## config.mk

```make
export PLATFORM = sky130hd
export DESIGN_NAME = byte_serializer
export DESIGN_NICKNAME = d
export VERILOG_FILES = /design/src/rtl/byte_ser_pkg.sv /design/src/rtl/byte_serializer.sv
export SDC_FILE = /design/constraint.sdc
export NUM_CORES = 1
export LEC_CHECK = 0
export ABC_AREA = 1
export CAP_MARGIN = 20
export CELL_PAD_IN_SITES_DETAIL_PLACEMENT = 1
export CELL_PAD_IN_SITES_GLOBAL_PLACEMENT = 1
export CORE_ASPECT_RATIO = 1.4
export CORE_MARGIN = 2
export CORE_UTILIZATION = 25
export DETAILED_ROUTE_END_ITERATION = 10
export PLACE_DENSITY = 0.71
export SLEW_MARGIN = 10
export SYNTH_ARGS = -nofsm -noshare
export SYNTH_HDL_FRONTEND = slang
export SYNTH_SLANG_ARGS = --single-unit
```

## constraint.sdc

```tcl
create_clock -name clk -period 2.6 [get_ports clk]
set_clock_uncertainty 0.2 [all_clocks]
set_input_delay 0.39 -clock clk [delete_from_list [all_inputs] [get_ports clk]]
set_output_delay 0.39 -clock clk [all_outputs]
set_load 0.05 [all_outputs]
```

## src/rtl/byte_ser_pkg.sv

```systemverilog
// byte_ser_pkg: shared state encoding and lane-count helper for byte_serializer
package byte_ser_pkg;
  typedef enum logic {IDLE, SEND} state_t;
  function automatic int lane_count(input int width);
    return width / 8;
  endfunction
endpackage

```

## src/rtl/byte_serializer.sv

```systemverilog
// byte_serializer: emits a DATA_WIDTH word as bytes, valid/ready on both sides, 1 byte/cycle
module byte_serializer
  import byte_ser_pkg::*;
#(
  parameter int DATA_WIDTH = 32,
  parameter bit MSB_FIRST  = 1'b0
) (
  input  logic                            clk,
  input  logic                            rst_n,
  input  logic                            flush,
  input  logic                            word_valid,
  input  logic [DATA_WIDTH-1:0]           word_in,
  output logic                            word_ready,
  output logic                            byte_valid,
  output logic [7:0]                      byte_out,
  output logic [$clog2(DATA_WIDTH/8)-1:0] byte_sel,
  output logic                            byte_last,
  input  logic                            byte_ready,
  output logic                            busy
);
  localparam int N = lane_count(DATA_WIDTH);
  localparam int SW = $clog2(N);
  localparam logic [SW-1:0] LAST_CNT = SW'(N - 1);
  if (DATA_WIDTH % 8 != 0 || DATA_WIDTH < 16) begin : g_bad_width
    $fatal(1, "byte_serializer: DATA_WIDTH must be a multiple of 8 and at least 16");
  end
  state_t                r_state, w_next;
  logic [SW-1:0]         r_cnt, w_lane;
  logic [DATA_WIDTH-1:0] r_data;
  logic                  w_word_hs, w_byte_hs;
  // r_cnt counts bytes sent within the word; lane order is applied only at the output
  assign w_lane    = MSB_FIRST ? LAST_CNT - r_cnt : r_cnt;
  assign w_word_hs = word_valid && word_ready;
  assign w_byte_hs = byte_valid && byte_ready;
  always_ff @(posedge clk) begin
    if (!rst_n) r_state <= IDLE;
    else        r_state <= w_next;
  end
  always_comb begin
    w_next = flush ? IDLE :
             r_state == IDLE ? (w_word_hs ? SEND : IDLE) :
             (w_byte_hs && byte_last && !w_word_hs) ? IDLE : SEND;
  end
  always_comb begin
    busy       = r_state == SEND;
    byte_valid = busy;
    byte_last  = busy && r_cnt == LAST_CNT;
    byte_sel   = busy ? w_lane : '0;
    byte_out   = busy ? 8'(r_data >> {w_lane, 3'b000}) : 8'h00;
    word_ready = rst_n && !flush && (!busy || (byte_last && byte_ready));
  end
  always_ff @(posedge clk) begin
    if (!rst_n || flush) begin
      r_data <= '0;
      r_cnt  <= '0;
    end else if (w_word_hs) begin
      r_data <= word_in;
      r_cnt  <= '0;
    end else if (w_byte_hs) begin
      r_cnt  <= byte_last ? '0 : r_cnt + 1'b1;
    end
  end
endmodule

```

# Word-level counts from Yosys, hierarchy flattened
# Index checks and enable logic that the tools add are counted.
dict set report totals {
  reg_bits 35
  input_bits 37
  output_inout_bits 14
  word_cells 29
}
dict set report classes {
  n_addsub 1
  eq_ne 1
  shifts 1
  n_mux 6
  bitwise 1
  n_reduce_logical 16
}
# cell n
set op_table {}
lappend op_table {{$shr 32x5->8} 1}
lappend op_table {{$logic_and 1x1->1} 8}
lappend op_table {{$mux 8} 1}
lappend op_table {{$logic_not 1->1} 4}
lappend op_table {{$mux 2} 2}
lappend op_table {{$reduce_or 2->1} 2}
lappend op_table {{$mux 1} 3}
lappend op_table {{$add 2x1->2 const B} 1}
lappend op_table {{$eq 2x2->1 const B} 1}
lappend op_table {{$logic_or 1x1->1} 2}
lappend op_table {{$not 1->1} 1}

# Longest topological paths before layout
dict set report depth {
  ltp_word 10
  ltp_mapped 7
  ltp_nobuf 6
}

# Worst setup path after synthesis
# Ideal clock, no wire load.
dict set report synth_path {
  kind {reg2out}
  from {register r_state (netlist: busy)}
  to {output byte_out[0]}
  arrival_time_ns 1.761
  t_required_ns 2.010
  path_slack_ns 0.249
  path_stages_with_launch 4
  path_buffers 1
  cell_sequence {dfxtp_1 -> buf_4 -> inv_1 -> a21oi_1}
}
dict set report synth_between {
  elab_chain_len 1
}
# item line_no
set synth_lines {}
lappend synth_lines {{from (decl)} byte_serializer.sv:27} ;# state_t r_state, w_next;
lappend synth_lines {{from (signal assigned)} byte_serializer.sv:37} ;# else r_state <= w_next;
lappend synth_lines {{$mux 8} byte_serializer.sv:49} ;# byte_out = busy ? 8'(r_data >> {w_lane, 3'b000}) : 8'h00;
lappend synth_lines {{to (decl)} byte_serializer.sv:15} ;# output logic [7:0] byte_out,
# No other way between the ends.

# Final worst setup path
dict set report layout_path {
  from {register r_cnt[1]}
  to {output byte_sel[1]}
}
dict set report layout_between {
  elab_chain_len 1
}
# item line_no
set layout_lines {}
lappend layout_lines {{from (decl)} byte_serializer.sv:28} ;# logic [SW-1:0] r_cnt, w_lane;
lappend layout_lines {{from (signal assigned)} byte_serializer.sv:60} ;# r_cnt <= byte_last ? '0 : r_cnt + 1'b1;
lappend layout_lines {{$mux 2} byte_serializer.sv:48} ;# byte_sel = busy ? w_lane : '0;
lappend layout_lines {{to (decl)} byte_serializer.sv:16} ;# output logic [$clog2(DATA_WIDTH/8)-1:0] byte_sel,
# No other way between the ends.

==> load_flow_metrics.sql <==
INSERT INTO impl_metrics (metric_group, metric, value, unit) VALUES
('final_layout', 'fraction_of_layout_cells_with_a_size_suffix_above_1', '16.9', '%'),
('power', 'worst_ir_drop_vdd', '0.000203', 'V'),
('hold_path', 'min-delay-path-class', 'reg -> reg', ''),
('timing', 'max_clock_freq', '412', 'MHz'),
('routing', 'route.detailed.vias_per_inst', '4.48', ''),
('synthesis', 'share_of_synthesized_area_occupied_by_flip_flops_and_latches', '35.5', '%'),
('clock_network', 'cts.path.max_buffers', '2', ''),
('clock_network', 'cts_inserted_buffers', '5', ''),
('timing', 'setup_total_negative_slack', '0', 'ps'),
('setup_path', 'worst-setup-path-type', 'reg -> out', ''),
('clock_network', 'worst_setup_hold_path_clk_slew', '70', 'ps'),
('global_route', 'grt_pass1_vias', '1865', ''),
('die', 'initial_core_util', '25.6', '%'),
('final_layout', 'final_cell_count_no_fill', '401', ''),
('die', 'die_width', '79.1', 'um'),
('setup_path', 'worstPathMaxFanout', '11', ''),
('timing', 'finalSetupViolCount', '0', ''),
('die', 'die-area', '0.00863', 'mm^2'),
('power', 'power.share.clock', '34.6', '%'),
('power', 'switchingPower', '0.298', 'mW'),
('power', 'pwr-share-seq', '49.8', '%'),
('synthesis', 'yosys.area.top_type_share', '35.5', '%'),
('setup_path', 'crit_arrival', '1840', 'ps'),
('global_route', 'grt_max_degree', '52', ''),
('synthesis', 'synth.largest_area_cell', 'dfxtp_1', ''),
('synthesis', 'synth_warnings', '0', ''),
('die', 'rows', '38', ''),
('setup_path', 'setup.worst_path.end_class', 'primary output', ''),
('die', 'io_pins', '51', ''),
('global_route', 'grt_overflow_total', '0', ''),
('placement', 'globalplace.congestion', '0.737', ''),
('die', 'core-area', '0.00770', 'mm^2'),
('power', 'power_density', '439', 'mW/mm^2'),
('synthesis', 'syn-mean-instance-area', '7.54', 'um^2'),
('final_layout', 'synthToLayoutAreaGrowth', '32.4', '%'),
('global_route', 'first_pass_grt_wire_length', '8710', 'um'),
('placement', 'port_buffers', '50', ''),
('synthesis', 'synth.lib_cells_used.distinct', '22', ''),
('power', 'power.share.switching', '25.9', '%'),
('job', 'cap_violations', '0', ''),
('power', 'power.leakage', '1.11', 'nW'),
('timing', 'grt_setup_unrepaired', 'no', ''),
('clock_network', 'tritoncts', 'yes', ''),
('placement', 'placed_cells_incl_taps', '394', ''),
('final_layout', 'insertedDiodeCount', '0', ''),
('timing', 'timing.final.crit_share', '93.3', '%'),
('power', 'combinationalPowerShare', '15.6', '%'),
('setup_path', 'critical_path_required', '2010', 'ps'),
('outcome', 'run_status', 'complete, no violations', ''),
('clock_network', 'cell_at_the_root_of_the_clock_tree', 'clkbuf_8', ''),
('clock_network', 'cts_hold_buf', '0', ''),
('synthesis', 'post_synth_inst_count', '262', ''),
('routing', 'route.detailed.drc', '0', ''),
('timing', 'final_max_slew_viol_count', '0', ''),
('synthesis', 'synth_area', '0.00197', 'mm^2'),
('routing', 'via_count', '1798', ''),
('synthesis', 'syn_nets', '300', ''),
('clock_network', 'cts.htree.levels', '2', ''),
('routing', 'postRouteWirelength', '5310', 'um'),
('routing', 'firstDrtPassIters', '4', ''),
('routing', 'detailedRoute.firstIterationViolations', '30', ''),
('timing', 'slew-limit-headroom', '67.0', '%'),
('global_route', 'grt_antenna_before_repair', '0', ''),
('die', 'floorplan.die.height', '109', 'um'),
('synthesis', 'synth.top_cells.by_area', 'dfxtp_1 (35%), nand2_1 (17%), nand3_2 (10%)', ''),
('placement', 'hpwlAfterDp', '3860', 'um'),
('routing', 'routed_wire_length_per_instance', '13.2', 'um'),
('routing', 'antenna_left', '0', ''),
('power', 'intPower', '0.850', 'mW'),
('timing', 'timing_hold_violations_final', '0', ''),
('clock_network', 'sinks_on_clock_net', '35', ''),
('global_route', 'grt_usage', '12.8', '%'),
('setup_path', 'timing.critical_path.from_type', 'register', ''),
('synthesis', 'synth-seq-cells', '35', ''),
('final_layout', 'nets', '339', ''),
('timing', 'fin_crit', '2430', 'ps'),
('timing', 'worst_pin_slew', '496', 'ps'),
('clock_network', 'clock_insertion_delay_worst_skew', '280', 'ps');
[power by group through the flow]
stage,Combinational [mW],Sequential (mW),Clock (mW)
2_1_floorplan,0.112,0.580,0
3_3_place_gp,0.179,0.583,0
3_5_place_dp,0.182,0.584,0
4_1_cts,0.183,0.572,0.410
5_1_grt,0.197,0.574,0.435
6_report,0.179,0.571,0.397
[final timing paths]
| kind | from | to | slack [ps] | cells past startpoint |
|---|---|---|---|---|
| setup / recovery | r_cnt[1] | byte_sel[1] | 170 | 3 |
| hold reg to reg | r_data[18] | r_data[18] | 260 | 2 |
| setup reg to reg | r_cnt[1] | r_cnt[1] | 420 | 6 |
| hold / removal | r_data[18] | r_data[18] | 260 | 2 |
[routing by layer]
layer	up-vias	wire (um)	global-route usage, %
met5	-	0	0
met4	0	75	4.43
met3	6	168	2.15
met2	36	2730	24.0
met1	817	2330	14.5
li1	939	-	-
[area by class of cell]
cell class              instances  area, um^2
clock buffers                   6        82.6
clock inverters                 1        5.00
fillers                       961        5090
inverters                      25        96.3
multi-input cells             179         956
flip-flops and latches         35         702
well taps                     100         125
repair buffers                 55         648
[through the flow]
step	hold slack (ps)	instance area, um^2	util, %	worst slack [ps]	power, mW
6_report	261	2620	34.0	175	1.15
5_1_grt	284	2620	34.0	59.8	1.21
4_1_cts	265	2610	33.9	113	1.16
3_5_place_dp	255	2530	32.8	292	0.765
3_3_place_gp	248	2530	32.8	352	0.762
2_1_floorplan	238	1970	-	249	0.692
[synth_stat cells]
| cell type | count |
|---|---|
| a21oi_1 | 11 |
| buf_12 | 3 |
| buf_2 | 6 |
| buf_4 | 4 |
| buf_6 | 7 |
| buf_8 | 1 |
| clkbuf_1 | 2 |
| dfxtp_1 | 35 |
| ha_1 | 1 |
| inv_1 | 21 |
| inv_2 | 3 |
| inv_4 | 1 |
| nand2_1 | 87 |
| nand2_4 | 1 |
| nand3_1 | 20 |
| nand3_2 | 20 |
| nand3_4 | 1 |
| nand4_1 | 32 |
| nor2_1 | 3 |
| nor2_4 | 1 |
| nor3_1 | 1 |
| o21ai_0 | 1 |
[sequential cells by signal, summed over array words and instances, names as in the netlist]
| name | count |
|---|---|
| r_data | 32 |
| r_cnt | 2 |
| busy | 1 |
[kinds of logic (layout without fill, tap and decap cells)]
kind of cell / after synthesis / in the layout / share of synthesized area [%]
flip-flops: 35 / 35 / 35.5
AO/OA/AOI/OAI: 12 / 12 / 3.04
buffers and inverters: 48 / 87 / 16.1
AND/OR/NAND/NOR: 166 / 166 / 44.7
adder cells (fa/ha/maj): 1 / 1 / 0.634
[cells in the final DEF, fill, tap and decap left out]
cell / count
inv_2: 3
nand3_1: 20
buf_12: 11
nand4_1: 32
dfxtp_1: 34
o21ai_0: 1
a21oi_1: 11
nand3_2: 20
nand2_1: 87
buf_4: 5
clkdlybuf4s50_1: 39
nor2_4: 1
clkbuf_8: 6
ha_1: 1
inv_4: 1
nor3_1: 1
nor2_1: 3
clkinv_2: 1
nand3_4: 1
nand2_4: 1
dfxtp_2: 1
inv_1: 21
[timing repair]
action                                  4_1_cts  5_1_grt
endpoints found under the setup margin        0        4
setup buffers                                 0        0
gates resized for setup                       0        1
[worst max-delay path: stages (launching register included)]
cell,delay (ps)
dfxtp_1,580
nand2_1,110
inv_1,70
clkdlybuf4s50_1,790
No activity file was read; power rests on OpenSTA's default activity.
